<file path="src/rtl/serial_addsub_if.sv">
// Operand/result handshake bundle for the bit-serial adder/subtractor.
// Master issues start with operands; slave returns busy/done and flags.
interface serial_addsub_if #(
  parameter int WIDTH = 8
);
  logic             start;
  logic             mode;
  logic [WIDTH-1:0] a;
  logic [WIDTH-1:0] b;
  logic             busy;
  logic             done;
  logic [WIDTH-1:0] sum;
  logic             carry_out;
  logic             overflow;

  modport master (
    output start, mode, a, b,
    input  busy, done, sum, carry_out, overflow
  );

  modport slave (
    input  start, mode, a, b,
    output busy, done, sum, carry_out, overflow
  );
endinterface

</file>
<file path="src/rtl/serial_addsub.sv">
// Bit-serial adder/subtractor: one full-adder slice, LSB first,
// parallel result with carry and signed-overflow flags.
module serial_addsub #(
  parameter int WIDTH = 8
) (
  input logic            clk,
  input logic            rst,
  serial_addsub_if.slave bus
);

  localparam int CW = (WIDTH > 1) ? $clog2(WIDTH) : 1;
  localparam logic [CW-1:0] LAST = CW'(WIDTH - 1);

  typedef enum logic [1:0] {
    IDLE = 2'd0,
    RUN  = 2'd1,
    FIN  = 2'd2
  } state_t;

  state_t state;
  state_t state_nx;

  logic [WIDTH-1:0] a_sr;
  logic [WIDTH-1:0] b_sr;
  logic [WIDTH-1:0] res_sr;
  logic [CW-1:0]    cnt;
  logic             carry;
  logic [WIDTH-1:0] sum_q;
  logic             cout_q;
  logic             ovf_q;

  logic             s;
  logic             c_nx;
  logic             last;
  logic             load;
  logic [WIDTH-1:0] res_nx;

  assign s      = a_sr[0] ^ b_sr[0] ^ carry;
  assign c_nx   = (a_sr[0] & b_sr[0])
                | (a_sr[0] & carry)
                | (b_sr[0] & carry);
  assign last   = (state == RUN) && (cnt == LAST);
  assign load   = (state != RUN) && bus.start;
  assign res_nx = {s, res_sr[WIDTH-1:1]};

  always_ff @(posedge clk or posedge rst) begin
    if (rst) begin
      state <= IDLE;
    end else begin
      state <= state_nx;
    end
  end

  always_comb begin
    state_nx = state;
    unique case (state)
      IDLE: if (bus.start) state_nx = RUN;
      RUN:  if (last) state_nx = FIN;
      FIN:  state_nx = bus.start ? RUN : IDLE;
      default: state_nx = IDLE;
    endcase
  end

  always_comb begin
    bus.busy = 1'b0;
    bus.done = 1'b0;
    unique case (state)
      RUN:     bus.busy = 1'b1;
      FIN:     bus.done = 1'b1;
      default: ;
    endcase
  end

  // Subtract is A + ~B + 1: invert B at load and seed carry with mode.
  always_ff @(posedge clk or posedge rst) begin
    if (rst) begin
      a_sr   <= '0;
      b_sr   <= '0;
      res_sr <= '0;
      cnt    <= '0;
      carry  <= 1'b0;
      sum_q  <= '0;
      cout_q <= 1'b0;
      ovf_q  <= 1'b0;
    end else if (load) begin
      a_sr   <= bus.a;
      b_sr   <= bus.mode ? ~bus.b : bus.b;
      res_sr <= '0;
      cnt    <= '0;
      carry  <= bus.mode;
    end else if (state == RUN) begin
      a_sr   <= a_sr >> 1;
      b_sr   <= b_sr >> 1;
      res_sr <= res_nx;
      carry  <= c_nx;
      cnt    <= cnt + CW'(1);
      if (last) begin
        sum_q  <= res_nx;
        cout_q <= c_nx;
        ovf_q  <= carry ^ c_nx;
      end
    end
  end

  assign bus.sum       = sum_q;
  assign bus.carry_out = cout_q;
  assign bus.overflow  = ovf_q;

endmodule

</file>
<file path="src/flat_wrapper.sv">
// flat-port wrapper written by rule: the top's interface ports become plain ports
module serial_addsub_flat 
#(
  parameter int WIDTH = 8
)
  (clk, rst, bus_start, bus_mode, bus_a, bus_b, bus_busy, bus_done, bus_sum, bus_carry_out, bus_overflow);
  serial_addsub_if #(.WIDTH(WIDTH)) bus_i ();
  input logic clk;
  input logic rst;
  input wire logic [$bits(bus_i.start)-1:0] bus_start;
  input wire logic [$bits(bus_i.mode)-1:0] bus_mode;
  input wire logic [$bits(bus_i.a)-1:0] bus_a;
  input wire logic [$bits(bus_i.b)-1:0] bus_b;
  output wire logic [$bits(bus_i.busy)-1:0] bus_busy;
  output wire logic [$bits(bus_i.done)-1:0] bus_done;
  output wire logic [$bits(bus_i.sum)-1:0] bus_sum;
  output wire logic [$bits(bus_i.carry_out)-1:0] bus_carry_out;
  output wire logic [$bits(bus_i.overflow)-1:0] bus_overflow;
  assign bus_i.start = bus_start;
  assign bus_i.mode = bus_mode;
  assign bus_i.a = bus_a;
  assign bus_i.b = bus_b;
  assign bus_busy = bus_i.busy;
  assign bus_done = bus_i.done;
  assign bus_sum = bus_i.sum;
  assign bus_carry_out = bus_i.carry_out;
  assign bus_overflow = bus_i.overflow;
  serial_addsub #(.WIDTH(WIDTH)) u_core (.clk(clk), .rst(rst), .bus(bus_i));
endmodule
</file>
<file path="config.mk">
export PLATFORM = sky130hd
export DESIGN_NAME = serial_addsub_flat
export DESIGN_NICKNAME = d
export VERILOG_FILES = /design/src/rtl/serial_addsub_if.sv /design/src/rtl/serial_addsub.sv /design/src/flat_wrapper.sv
export SDC_FILE = /design/constraint.sdc
export NUM_CORES = 1
export LEC_CHECK = 0
export CAP_MARGIN = 20
export CORE_MARGIN = 4
export CORE_UTILIZATION = 40
export DETAILED_ROUTE_END_ITERATION = 10
export DONT_BUFFER_PORTS = 1
export GPL_TIMING_DRIVEN = 0
export PLACE_DENSITY = 0.63
export SLEW_MARGIN = 20
export SYNTH_ARGS = -nofsm -noshare
export SYNTH_HDL_FRONTEND = slang
export SYNTH_SLANG_ARGS = --single-unit
</file>
<file path="constraint.sdc">
create_clock -name clk -period 2.5 [get_ports clk]
set_input_delay 0.25 -clock clk [delete_from_list [all_inputs] [get_ports clk]]
set_output_delay 0.25 -clock clk [all_outputs]
set_load 0.02 [all_outputs]
</file>
# ---- After elaboration in Yosys (flattened, before gate mapping)
# Cells that the tools add are included.
# W data, S select, Z words.
dict set report word_totals {
  register_bits 40
  in_bits 20
  out_inout_bits 12
  word_cells 49
}
dict set report op_classes {
  add_sub_neg 1
  eq_ne 6
  muxes 17
  bitwise 10
  n_reduce_logical 6
}
# op count
set op_table {}
lappend op_table {{$mux W8} 7}
lappend op_table {{$not A8 Y8} 1}
lappend op_table {{$mux W3} 2}
lappend op_table {{$pmux W2 S3} 1}
lappend op_table {{$mux W1} 5}
lappend op_table {{$mux W2} 2}
lappend op_table {{$ne A2 B1 Y1 const B} 2}
lappend op_table {{$add A3 B1 Y3 const B} 1}
lappend op_table {{$and A1 B1 Y1} 3}
lappend op_table {{$eq A3 B3 Y1 const B} 1}
lappend op_table {{$reduce_and A3 Y1} 1}
lappend op_table {{$xor A1 B1 Y1} 3}
lappend op_table {{$eq A2 B1 Y1 const B} 1}
lappend op_table {{$eq A2 B2 Y1 const B} 1}
lappend op_table {{$logic_and A1 B1 Y1} 2}
lappend op_table {{$logic_not A2 Y1} 1}
lappend op_table {{$ne A2 B2 Y1 const B} 1}
lappend op_table {{$or A1 B1 Y1} 2}
lappend op_table {{$reduce_and A2 Y1} 1}
lappend op_table {{$reduce_bool A2 Y1} 1}
lappend op_table {{$not A1 Y1} 1}

# ---- Longest topological paths before layout
# Gate-level depths: netlist of the first run.
dict set report depth {
  depth_word 5
  mapped_depth 6
}

# ---- Least setup slack after synthesis of the first run
# No wires, ideal clock.
dict set report synth_timing {
  path_type {flip-flop to flip-flop}
  from {reg u_core.cnt[0]}
  to {reg u_core.sum_q[0] (netlist: u_core.bus.sum[0])}
  setup_ns 0.125
  t_arrival_ns 1.314
  t_required_ns 2.375
  path_slack_ns 1.061
  path_stages_with_launch 6
  path_buffers 1
  cell_sequence {dfrtp_1 ha_1 ha_1 nand3b_4 buf_6 mux2_2}
}
dict set report synth_between {
  elab_chain_cells 3
}
# element line_no
set synth_rtl {}
lappend synth_rtl {{start, declared} serial_addsub.sv:26} ;# logic [CW-1:0] cnt;
lappend synth_rtl {{start signal, assigned} serial_addsub.sv:96} ;# cnt <= cnt + CW'(1);
lappend synth_rtl {{$eq A3 B3 Y1} serial_addsub.sv:42} ;# assign last = (state == RUN) && (cnt == LAST);
lappend synth_rtl {{$logic_and A1 B1 Y1} serial_addsub.sv:42}
lappend synth_rtl {{$reduce_and A3 Y1 (no source line)} -}
lappend synth_rtl {{end signal, assigned} serial_addsub.sv:98} ;# sum_q <= res_nx;
lappend synth_rtl {{end, declared} serial_addsub.sv:28} ;# logic [WIDTH-1:0] sum_q;
# Every way passes these cells.
# A chain may end at the register's enable or synchronous reset.

# ---- Final worst setup path of the first run
dict set report layout_timing {
  from {reg u_core.cnt[0]}
  to {reg u_core.sum_q[1] (netlist: u_core.bus.sum[1])}
}
# Same word-level chain as after synthesis.

==> parameters.txt, run 1 <==
Parameter                              Value

Run status
  Result of the run ... finished, violations left
  Violated checks ... hold timing

Worst setup path
  Number of buffers and inverters on the critical path ... 1
  FF-to-FF Start ... u_core.cnt[0]
  Worst-path cell chain ... ha_1, ha_1, nand3b_4, buf_6, mux2_2
  Kind of start point of the critical path ... flip-flop
  Most common cell on crit path ... sky130_fd_sc_hd__ha_1
  CP Data Arrival Time ... 1.70 ns
  Critical-path cell with the highest stage delay ... sky130_fd_sc_hd__dfrtp_1
  Max stage delay on crit path ... 0.41 ns
  CP Data Required Time ... between 2 and 3 ns
  Critical path capture point type ... flip-flop
  Worst setup path startpoint ... u_core.cnt[0]
  Classification of the worst setup path ... flip-flop to flip-flop
  Cell type group with the largest total delay on the critical path ... adder cells
  Crit-path max FO ... 10

Layout
  Share of post-route cells with drive strength above 1 ... a little under a fifth
  Synth-to-layout area growth ... 8.14%
  Commonest cells after routing, fill and taps aside ... 39 x sky130_fd_sc_hd__dfrtp_1, 34 x sky130_fd_sc_hd__nand2_1, 26 x sky130_fd_sc_hd__o21ai_0
  Filler Cells Inserted ... 414
  Diode insertion count for antenna repair ... 0
  Most common library cell in the layout ignoring fill and taps ... sky130_fd_sc_hd__dfrtp_1
  Final #Nets ... 188

CTS
  CTS tree ... yes
  Count of H-tree levels built during CTS ... 2
  Hold bufs inserted after CTS ... 0
  Number of clock sinks ... 39
  Clock transition at the registers of the reported paths ... ~0.07 ns
  Clock buffer count from CTS ... 5
  Number of gates resized after cts ... 0
  Worst-Skew Late Latency ... 0.29 ns
  Setup repair bufs after CTS ... 0
  CTS Buffer Depth ... 2
  Clock root buffer master ... sky130_fd_sc_hd__clkbuf_8

Timing
  Number of pins with negative max-slew slack in the final report ... 0
  Final clock skew ... 0.00307 ns
  Fin worst setup slack ... 0.975 ns
  Fin. Hold Viols ... 38
  Achievable frequency ... 0.656 GHz
  Unrepaired setup endpoints after global routing ... no
  Setup TNS ... 0 ns
  Final worst hold slack ... -0.0160 ns
  Rel. slew slack ... between 40% and 50%
  Time the worst path needs with I/O delays and setup ... 1.52 ns
  Total of endpoints with negative setup slack in the final report ... 0
  Final worst-path cycle share ... roughly three fifths
  Worst Max-Slew Pin Slew ... 0.780 ns

Detailed routing
  Iteration-0 DRC count of the detailed router ... 70
  Per-cell via count in the routed design ... 5.05
  Remaining design rule violation count ... 0
  Detail Route Antenna Nets ... 0
  Drt first pass iters ... 4
  Wirelength, routed ... 3300 um
  Routed via count ... 1,100
  Post-DR wirelength/cell ... 15.1 um

Pwr
  Portion of total power attributed to the clock network ... 17.4%
  Relative contribution of sequential cells to total power ... 51.4%
  Maximum vdd ir drop ... 0.422 mV
  Sw Share ... around 37%
  Combinational cell fraction of total power ... 31.2%
  Lkg Pwr ... 0.933 nW
  Internal Power ... 0.00144 W
  Sw power ... 0.000854 W
  Ratio of total power to cell area ... 1180 nW/um2

Global route
  Via count of the first global-routing pass ... 1,198
  Overall Global Routing Usage ... between 10 and 15%
  First-pass GRT wire length ... 5730 um
  Global-route congestion overflow total ... 0
  Maximum number of pins on one net before global-route repair ... 40
  Antenna violations before repair ... 0

Floorplan
  Initial standard-cell utilization of the core ... 41.3%
  # rows ... 24
  Width of the die ... 75.1 um
  Core Box Area ... 4350 um2
  Io pins ... 32
  Vert. Die Dim ... 75.1 um
  Area of the die ... 5630 um2

Synth
  Post-synthesis cell type with the largest combined area ... sky130_fd_sc_hd__dfrtp_1
  Share of the synthesized area in the top cell type ... 54.2%
  Synthesized instance count ... about 160
  Netlist area before placement ... 1800 um2
  Number of different library cells in the post-synthesis netlist ... 23
  Leading post-synthesis cells by cell area ... sky130_fd_sc_hd__dfrtp_1 54%, sky130_fd_sc_hd__mux2i_1 8.9%, sky130_fd_sc_hd__o21ai_0 7.2%, sky130_fd_sc_hd__nand2_1 7.1%, sky130_fd_sc_hd__mux2_2 5.6%
  Net count of the mapped netlist ... 181
  Sequential area share after synthesis ... between 50% and 60%
  Yosys Warn Count ... 0
  Synth Register Bits ... 39
  Mean area per synthesized cell ... 11.4 um2

Placed design
  Routability cong. ... 0.755
  # port buffers ... 0
  Placed wire-length estimate after detailed placement ... roughly 2400 um
  Setup WS pre-CTS ... 0.973 ns

Job
  Max cap viols ... 0

Hold path
  Path category of the worst min-delay check ... input pin to async pin
stage by stage:
stage | util [%] | power, W | cell area [um2] | cells
5_1_grt | 44.7 | 0.00250 | 1950 | 218
3_5_place_dp | 42.8 | 0.00192 | 1860 | 210
2_1_floorplan | - | 0.00172 | 1800 | 158
4_1_cts | 44.7 | 0.00233 | 1950 | 218
3_3_place_gp | 42.8 | 0.00187 | 1860 | 210
6_report | 44.7 | 0.00229 | 1950 | 218
cells by family (layout without fill, tap and decap cells):
group	after synthesis	count (layout)	synth area share, %
simple gates	41	41	10.5
compound gates	27	27	7.65
flops	39	39	54.2
buf+inv	13	21	5.35
mux	26	26	15.4
fa+ha+maj	3	3	2.50
xor+xnor	9	9	4.38
final timing paths:
check / endpoint / slack, ns / cells after the start
max: u_core.bus.sum[1] / 0.98 / 5
min in group clk: u_core.a_sr[7] / 0.13 / 2
max in group asynchronous: u_core.a_sr[1] / 2.02 / 1
min: u_core.bus.sum[0] / -0.02 / 1
min reg2reg: u_core.a_sr[1] / 0.49 / 2
max reg2reg: u_core.bus.sum[1] / 0.98 / 5
power by group through the flow:
stage	clock network (W)	logic [W]	registers, W
2_1_floorplan	0	0.000586	0.00114
3_3_place_gp	0	0.000688	0.00118
3_5_place_dp	0	0.000726	0.00120
4_1_cts	0.000413	0.000733	0.00119
5_1_grt	0.000438	0.000848	0.00122
6_report	0.000400	0.000714	0.00118
area by class of cell:
| cell class | instances | area, um2 | share of cell area [%] |
|---|---|---|---|
| sequential | 39 | 976 | 50.2 |
| multi-input combinational | 106 | 727 | 37.4 |
| buffer | 10 | 85.1 | 4.37 |
| clock buffer | 7 | 76.3 | 3.92 |
| tap | 52 | 65.1 | 3.34 |
| inverter | 3 | 11.3 | 0.579 |
| clock inverter | 1 | 5.00 | 0.257 |
state kept, by name, summed over array words and instances (netlist names):
signal                cells
u_core.a_sr               8
u_core.b_sr               8
u_core.bus.carry_out      1
u_core.bus.overflow       1
u_core.bus.sum            8
u_core.carry              1
u_core.cnt                3
u_core.res_sr             7
u_core.state              2
per-layer routing:
layer | global-route usage [%] | part of all wire [%] | wire length, um | vias up
met5 | 0 | 0 | 0 | -
met4 | 5.53 | 1.0 | 34 | 0
met3 | 5.34 | 7.0 | 232 | 5
met1 | 18.7 | 46 | 1520 | 526
met2 | 19.7 | 46 | 1510 | 33
li1 | - | - | - | 536
cells in the mapped netlist, drive strengths merged:
master and instances:
nand2 34, o21ai 26, nand2b 1, xnor2 2
nor2b 1, ha 2, dfrtp 39, inv 2
clkinv 1, fa 1, nand3b 1, a211oi 1
nor2 3, mux2 10, xor2 7, buf 7
and2b 1, mux2i 16, clkbuf 3
Note: power is estimated with default switching activity, not from simulation.
==> run 2: changes to the inputs <==
--- a/config.mk
+++ b/config.mk
@@ -5,13 +5,14 @@
 export SDC_FILE = /design/constraint.sdc
 export NUM_CORES = 1
 export LEC_CHECK = 0
+export ABC_AREA = 1
 export CAP_MARGIN = 20
 export CORE_MARGIN = 4
 export CORE_UTILIZATION = 40
 export DETAILED_ROUTE_END_ITERATION = 10
 export DONT_BUFFER_PORTS = 1
 export GPL_TIMING_DRIVEN = 0
-export PLACE_DENSITY = 0.63
+export PLACE_DENSITY = 0.65
 export SLEW_MARGIN = 20
 export SYNTH_ARGS = -nofsm -noshare
 export SYNTH_HDL_FRONTEND = slang
==> constraint.sdc (replaced) <==
create_clock -name clk -period 1.3 [get_ports clk]
set_input_delay 0.13 -clock clk [delete_from_list [all_inputs] [get_ports clk]]
set_output_delay 0.13 -clock clk [all_outputs]
set_load 0.02 [all_outputs]
==> parameters.txt, run 2 <==
Parameter                              Value

Run status
  Result of the run ... completed

Worst setup path
  Cell type group with the largest total delay on the critical path ... adder cells
  Worst-path cell chain ... fa_2, inv_1, o22ai_1
  Number of buffers and inverters on the critical path ... 1 (unchanged)
  CP Data Required Time ... 1.52 ns (-1.16 ns)
  Kind of start point of the critical path ... flip-flop
  CP Data Arrival Time ... 1.46 ns (-0.24 ns)
  Classification of the worst setup path ... flip-flop to flip-flop
  Reg2reg setup slack ... 0.07 ns (-0.91 ns)
  FF-to-FF Start ... u_core.a_sr[0]
  Crit-path max FO ... 2 (-8)
  Max stage delay on crit path ... 0.56 ns (+0.15 ns)
  Levels on crit path ... 3 (-2)
  Endpoint of the lowest-slack register-to-register path ... u_core.res_sr[7]
  Critical path capture point type ... flip-flop
  Depth of the worst register-to-register path ... 3 (-2)
  Critical-path cell with the highest stage delay ... sky130_fd_sc_hd__fa_2
  Worst setup path startpoint ... u_core.a_sr[0]

Synth
  Share of the synthesized area in the top cell type ... 55.4% (+1.2 points)
  Netlist area before placement ... 1760 um2 (-2.2%)
  Mean area per synthesized cell ... 8.55 um2 (-25%)
  Net count of the mapped netlist ... 229 (+27%)
  Sequential area share after synthesis ... 55.4% (+1.2 points)
  Synth Register Bits ... 39 (unchanged)
  Number of different library cells in the post-synthesis netlist ... 17 (-26%)
  Most common cell in the synthesized netlist ... sky130_fd_sc_hd__nand2_1
  Number of enable flip-flop cells after synthesis ... 0 (unchanged)
  Most instantiated cells after synthesis ... 73 x sky130_fd_sc_hd__nand2_1, 39 x sky130_fd_sc_hd__dfrtp_1, 35 x sky130_fd_sc_hd__nand3_1
  Post-synthesis cell type with the largest combined area ... sky130_fd_sc_hd__dfrtp_1
  Post-synth ARST share ... 100% (unchanged)
  Synthesized instance count ... 206 (+30%)
  Leading post-synthesis cells by cell area ... sky130_fd_sc_hd__dfrtp_1 55%, sky130_fd_sc_hd__nand2_1 16%, sky130_fd_sc_hd__nand3_1 10%, sky130_fd_sc_hd__inv_1 4.5%, sky130_fd_sc_hd__o22ai_1 2.8%
  Yosys Warn Count ... 0 (unchanged)
  Predominant post-synthesis flop cell ... sky130_fd_sc_hd__dfrtp_1

Floorplan
  Io pins ... 32 (unchanged)
  # rows ... 23 (-4.2%)
  Vert. Die Dim ... 74.3 um (-0.97%)
  Area of the die ... 5530 um2 (-1.9%)
  Core Box Area ... 4120 um2 (-5.5%)
  Width of the die ... 74.3 um (-0.97%)
  Initial standard-cell utilization of the core ... 42.8% (+1.5 points)

Global route
  Antenna violations before repair ... 0 (unchanged)
  Overall Global Routing Usage ... 14.7% (+0.90 points)
  First-pass GRT wire length ... 6070 um (+5.9%)
  Global-route congestion overflow total ... 0 (unchanged)
  Via count of the first global-routing pass ... 1,360 (+14%)
  Maximum number of pins on one net before global-route repair ... 34 (-15%)

Timing
  Final clock skew ... 0.00304 ns (-0.0000326 ns)
  Fin. Hold Viols ... 0 (-100%)
  Achievable frequency ... 0.810 GHz (+24%)
  Time the worst path needs with I/O delays and setup ... 1.23 ns (-0.291 ns)
  Fin worst setup slack ... 0.0661 ns (-0.909 ns)
  Total of endpoints with negative setup slack in the final report ... 0 (unchanged)
  Final worst hold slack ... 0.0423 ns (+0.0583 ns)
  Number of pins with negative max-slew slack in the final report ... 0 (unchanged)
  Worst Max-Slew Pin Slew ... 0.280 ns (-0.499 ns)
  Final worst-path cycle share ... 94.9% (+34 points)
  Rel. slew slack ... 81.3% (+33 points)

CTS
  CTS Buffer Depth ... 2 (unchanged)
  Count of H-tree levels built during CTS ... 2 (unchanged)
  Clock buffer count from CTS ... 5 (unchanged)
  Number of clock sinks ... 39 (unchanged)
  CTS tree ... yes
  Clock root buffer master ... sky130_fd_sc_hd__clkbuf_8
  Worst-Skew Late Latency ... 0.30 ns (about the same)
  Clock transition at the registers of the reported paths ... 0.07 ns (about the same)

Detailed routing
  Detail Route Antenna Nets ... 0 (unchanged)
  Per-cell via count in the routed design ... 4.92 (-2.5%)
  Wirelength, routed ... 3590 um (+8.8%)
  Routed via count ... 1,392 (+27%)
  Post-DR wirelength/cell ... 12.7 um (-16%)
  Drt first pass iters ... 4 (unchanged)
  Remaining design rule violation count ... 0 (unchanged)
  Iteration-0 DRC count of the detailed router ... 53 (-24%)

Hold path
  Hold path start ... bus_b[1]
  Hold worst-path end ... u_core.b_sr[1]
  Path category of the worst min-delay check ... input pin to flip-flop
  Cells on Worst Hold Path ... 4

Layout
  Share of post-route cells with drive strength above 1 ... 15.0% (-3.1 points)
  Final #Nets ... 255 (+36%)
  Diode insertion count for antenna repair ... 0 (unchanged)
  Synth-to-layout area growth ... 22.7%
  Most common library cell in the layout ignoring fill and taps ... sky130_fd_sc_hd__nand2_1
  Commonest cells after routing, fill and taps aside ... 73 x sky130_fd_sc_hd__nand2_1, 39 x sky130_fd_sc_hd__dfrtp_1, 35 x sky130_fd_sc_hd__nand3_1

Job
  Max cap viols ... 0 (unchanged)

Pwr
  Ratio of total power to cell area ... 2230 nW/um2 (+89%)
  Lkg Pwr ... 1.12 nW (+20%)
  Maximum vdd ir drop ... 0.778 mV (+84%)

Placed design
  # port buffers ... 0 (unchanged)
  Routability cong. ... 0.747 (-0.97%)
  Placed wire-length estimate after detailed placement ... 2440 um (+2.7%)
  Setup WS pre-CTS ... -0.0533 ns (-1.03 ns)
[run 2: cell count changes after synthesis, moves of 3 or more]
cell	delta
sky130_fd_sc_hd__nand2_1	+39
sky130_fd_sc_hd__nand3_1	+35
sky130_fd_sc_hd__mux2_2	-9
sky130_fd_sc_hd__xor2_1	-5
sky130_fd_sc_hd__buf_6	-3
sky130_fd_sc_hd__o21ai_0	-18
sky130_fd_sc_hd__buf_2	+3
sky130_fd_sc_hd__mux2i_1	-16
sky130_fd_sc_hd__o22ai_1	+8
sky130_fd_sc_hd__inv_1	+19
[run 2: what timing repair did]
action / CTS / global route
setup buffers: 3 / 4
pin swaps: 1 / 2
endpoints found under the hold margin: 49 / 0
setup endpoints to repair: 11 / 28
gates resized for setup: 7 / 6
hold buffers: 11 / 0
[run 2: cells by family (layout without fill, tap and decap cells)]
kind of cell	Yosys count	count (layout)	synth area share [%]
XOR/XNOR	2	2	0.995
adder cells (fa/ha/maj)	3	3	2.56
AO/OA/AOI/OAI	18	18	5.69
flip-flops	39	39	55.4
AND/OR/NAND/NOR	113	113	27.0
buffers and inverters	31	58	8.32
[run 2: area by class of cell]
cell class              instances  area (um2)
clock inverters                 1        7.51
well taps                      50        62.6
inverters                      22        82.6
flip-flops and latches         39         976
multi-input cells             136         659
repair buffers                 19         195
clock buffers                   7        96.3
plain buffers                   9        81.3
fillers                       406        1950
[run 2: routing by layer]
layer | vias up | part of all wire, % | track usage (%)
met1 | 642 | 47 | 18.5
met4 | 0 | 2.9 | 7.91
met3 | 10 | 5.4 | 4.59
li1 | 704 | - | -
met5 | - | 0 | 0
met2 | 36 | 45 | 22.5
[run 2: worst max path at each step]
stage,endpoint,slack [ns]
after floorplan,u_core.bus.overflow,0.05
after global placement,u_core.bus.sum[7],-0.13
after detailed placement,u_core.bus.sum[6],-0.05
after CTS,u_core.res_sr[7],0.02
after global routing,u_core.bus.sum[7],-0.003
final,u_core.res_sr[7],0.07
[run 2: worst min-delay path, delay by kind of cell]
kind	cells	cell delay, ns
simple gates	4	0.18
[run 2: power breakdown]
part / switching [W] / total, W / internal [W]
Combinational: 0.000933 / 0.00171 / 0.000778
Clock: 0.000431 / 0.000913 / 0.000482
Sequential: 0.000459 / 0.00219 / 0.00173
[run 2: per-stage QoR]
stage               util, %  total power (W)  setup TNS [ns]  std cells  instance area [um2]
floorplan                 -          0.00330               0        206                 1760
global placement       44.3          0.00359           -5.37        256                 1820
detailed placement     44.8          0.00365          -0.444        257                 1840
CTS                    51.5          0.00474               0        279                 2120
global route           52.5          0.00519        -0.00340        283                 2160
finish                 52.5          0.00481               0        283                 2160
==> run 3: changes to the inputs <==
--- a/config.mk
+++ b/config.mk
@@ -8,11 +8,11 @@
 export ABC_AREA = 1
 export CAP_MARGIN = 20
 export CORE_MARGIN = 4
-export CORE_UTILIZATION = 40
+export CORE_UTILIZATION = 55
 export DETAILED_ROUTE_END_ITERATION = 10
 export DONT_BUFFER_PORTS = 1
 export GPL_TIMING_DRIVEN = 0
-export PLACE_DENSITY = 0.65
+export PLACE_DENSITY = 0.82
 export SLEW_MARGIN = 20
 export SYNTH_ARGS = -nofsm -noshare
 export SYNTH_HDL_FRONTEND = slang
==> parameters.txt, run 3 (synthesis gave the netlist of run 2 again) <==
Parameter                              Value

Pwr
  Internal Power ... 0.00302 W (+1.1%)
  Maximum vdd ir drop ... 1.28 mV (+65%)
  Portion of total power attributed to the clock network ... 17.3% (-1.7 points)
  Lkg Pwr ... 1.15 nW (+2.6%)
  Relative contribution of sequential cells to total power ... 44.3% (-1.2 points)
  Ratio of total power to cell area ... 2220 nW/um2 (-0.17%)
  Sw Share ... 38.8% (+0.88 points)
  Sw power ... 0.00191 W (+4.9%)
  Combinational cell fraction of total power ... 38.4% (+2.8 points)

CTS
  Number of clock sinks ... 39 (unchanged)
  Count of H-tree levels built during CTS ... 2 (unchanged)
  CTS tree ... yes
  CTS Buffer Depth ... 2 (unchanged)
  Clock root buffer master ... sky130_fd_sc_hd__clkbuf_4
  Clock buffer count from CTS ... 5 (unchanged)
  Clock transition at the registers of the reported paths ... 0.13 ns (+0.06 ns)
  Worst-Skew Late Latency ... 0.36 ns (+0.06 ns)

Timing
  Unrepaired setup endpoints after global routing ... yes
  Final worst-path cycle share ... 101% (+5.7 points)
  Achievable frequency ... 0.764 GHz (-5.7%)
  Fin. Hold Viols ... 0 (unchanged)
  Rel. slew slack ... 81.4% (about the same)
  Worst Max-Slew Pin Slew ... 0.279 ns (-0.000942 ns)
  Time the worst path needs with I/O delays and setup ... 1.31 ns (+0.0745 ns)
  Number of pins with negative max-slew slack in the final report ... 0 (unchanged)
  Setup TNS ... -0.00842 ns (-0.00842 ns)
  Fin worst setup slack ... -0.00842 ns (-0.0745 ns)
  Final clock skew ... 0.0128 ns (+0.00975 ns)
  Total of endpoints with negative setup slack in the final report ... 1 (+1)

Worst setup path
  CP Data Arrival Time ... 1.18 ns (-0.28 ns)
  CP Data Required Time ... 1.17 ns (-0.35 ns)
  Critical-path cell with the highest stage delay ... sky130_fd_sc_hd__dfrtp_1
  Crit-path max FO ... 5 (+3)
  Critical path capture point type ... primary output
  Worst setup path startpoint ... u_core.state[1]
  Reg2reg setup slack ... 0.01 ns (-0.06 ns)
  Classification of the worst setup path ... flip-flop to primary output
  Max stage delay on crit path ... 0.43 ns (-0.13 ns)
  Worst-path cell chain ... nor2_4, buf_6, buf_12
  Kind of start point of the critical path ... flip-flop
  FF-to-FF Start ... u_core.carry

Hold path
  Hold path start ... bus_b[2]
  Path category of the worst min-delay check ... input pin to flip-flop

Floorplan
  Width of the die ... 64.6 um (-13%)
  Initial standard-cell utilization of the core ... 57.7% (+15 points)
  Vert. Die Dim ... 64.6 um (-13%)
  Core Box Area ... 3050 um2 (-26%)
  Area of the die ... 4170 um2 (-25%)
  # rows ... 20 (-13%)
  Io pins ... 32 (unchanged)

Global route
  Via count of the first global-routing pass ... 1,472 (+8.2%)
  First-pass GRT wire length ... 6240 um (+2.8%)
  Maximum number of pins on one net before global-route repair ... 32 (-5.9%)
  Global-route congestion overflow total ... 0 (unchanged)
  Overall Global Routing Usage ... 19.6% (+4.9 points)
  Antenna violations before repair ... 0 (unchanged)

Detailed routing
  WL met2 ... 1950 um (+20%)
  Drt first pass iters ... 4 (unchanged)
  Met3 routed wirelength ... 237 um (+23%)
  Routed via count ... 1,489 (+7.0%)
  Metal1 wirelength ... 1590 um (-4.9%)
  Detail Route Antenna Nets ... 0 (unchanged)
  Iteration-0 DRC count of the detailed router ... 83 (+57%)
  Remaining design rule violation count ... 0 (unchanged)
  Post-DR wirelength/cell ... 13.6 um (+7.2%)
  Highest metal layer with signal wires ... met4
  Per-cell via count in the routed design ... 5.24 (+6.6%)
  Wirelength, routed ... 3860 um (+7.5%)

Layout
  Share of post-route cells with drive strength above 1 ... 14.6% (-0.44 points)
  Final #Nets ... 262 (+2.7%)
  Diode insertion count for antenna repair ... 0 (unchanged)
  Most common library cell in the layout ignoring fill and taps ... sky130_fd_sc_hd__nand2_1
  Commonest cells after routing, fill and taps aside ... 73 x sky130_fd_sc_hd__nand2_1, 39 x sky130_fd_sc_hd__dfrtp_1, 35 x sky130_fd_sc_hd__nand3_1
  Synth-to-layout area growth ... 26.1%

Job
  Max cap viols ... 0 (unchanged)

Placed design
  Routability cong. ... 0.835 (+12%)
  # port buffers ... 0 (unchanged)
  Placed wire-length estimate after detailed placement ... 2340 um (-4.3%)
  Setup WS pre-CTS ... -0.0457 ns (+0.00752 ns)

Run status
  Result of the run ... finished, violations left
  Violated checks ... setup timing
## run 3: what timing repair did
action / 4_1_cts / 5_1_grt
endpoints found under the hold margin: 55 / 0
buffers inserted: 1 / 6
resized for setup: 4 / 9
hold buffers: 17 / 0
endpoints found under the setup margin: 12 / 33
cloned: 0 / 1
pin swaps: 1 / 2
## run 3: critical path: cells and delay by family, from the launching register on
family        cells  cell delay [ns]
flops             1             0.43
buf+inv           2             0.25
simple gates      1             0.13
## run 3: metrics by stage
stage / std cells / area, um2 / power (W) / utilization, % / hold WS [ns]
detailed placement: 251 / 1840 / 0.00364 / 60.1 / -0.0558
global placement: 250 / 1820 / 0.00355 / 59.5 / 0.249
CTS: 277 / 2110 / 0.00459 / 69.1 / 0.0154
floorplan: 206 / 1760 / 0.00330 / - / 0.247
finish: 284 / 2220 / 0.00493 / 72.7 / 0.0148
global route: 284 / 2220 / 0.00531 / 72.7 / 0.0185
## run 3: cell type report
type / count / area (um2)
plain buffers: 9 / 86.3
clock buffers: 5 / 37.5
clock inverters: 3 / 46.3
fillers: 240 / 833
inverters: 22 / 82.6
multi-input cells: 136 / 656
flip-flops and latches: 39 / 976
well taps: 44 / 55.1
repair buffers: 26 / 280
## run 3: metal layers
| layer | GRT usage (%) | vias to the layer above |
|---|---|---|
| met5 | 0 | - |
| met4 | 11.6 | 0 |
| met3 | 6.24 | 9 |
| met2 | 31.7 | 43 |
| met1 | 22.7 | 714 |
| li1 | - | 723 |
## run 3: final timing paths
kind / to / cells past startpoint
max in group asynchronous: u_core.a_sr[1] / 3
worst min-delay path: u_core.b_sr[2] / 4
worst max-delay path: bus_busy / 3
min in group asynchronous: u_core.a_sr[7] / 2
worst max register to register: u_core.res_sr[7] / 3
worst min register to register: u_core.a_sr[7] / 2
## run 3: power groups by stage
stage	clock network [W]	registers, W	logic [W]
after floorplan	0	0.00215	0.00116
after global placement	0	0.00220	0.00135
after detailed placement	0	0.00222	0.00142
after CTS	0.000858	0.00218	0.00155
after global routing	0.000905	0.00226	0.00215
final	0.000855	0.00219	0.00189
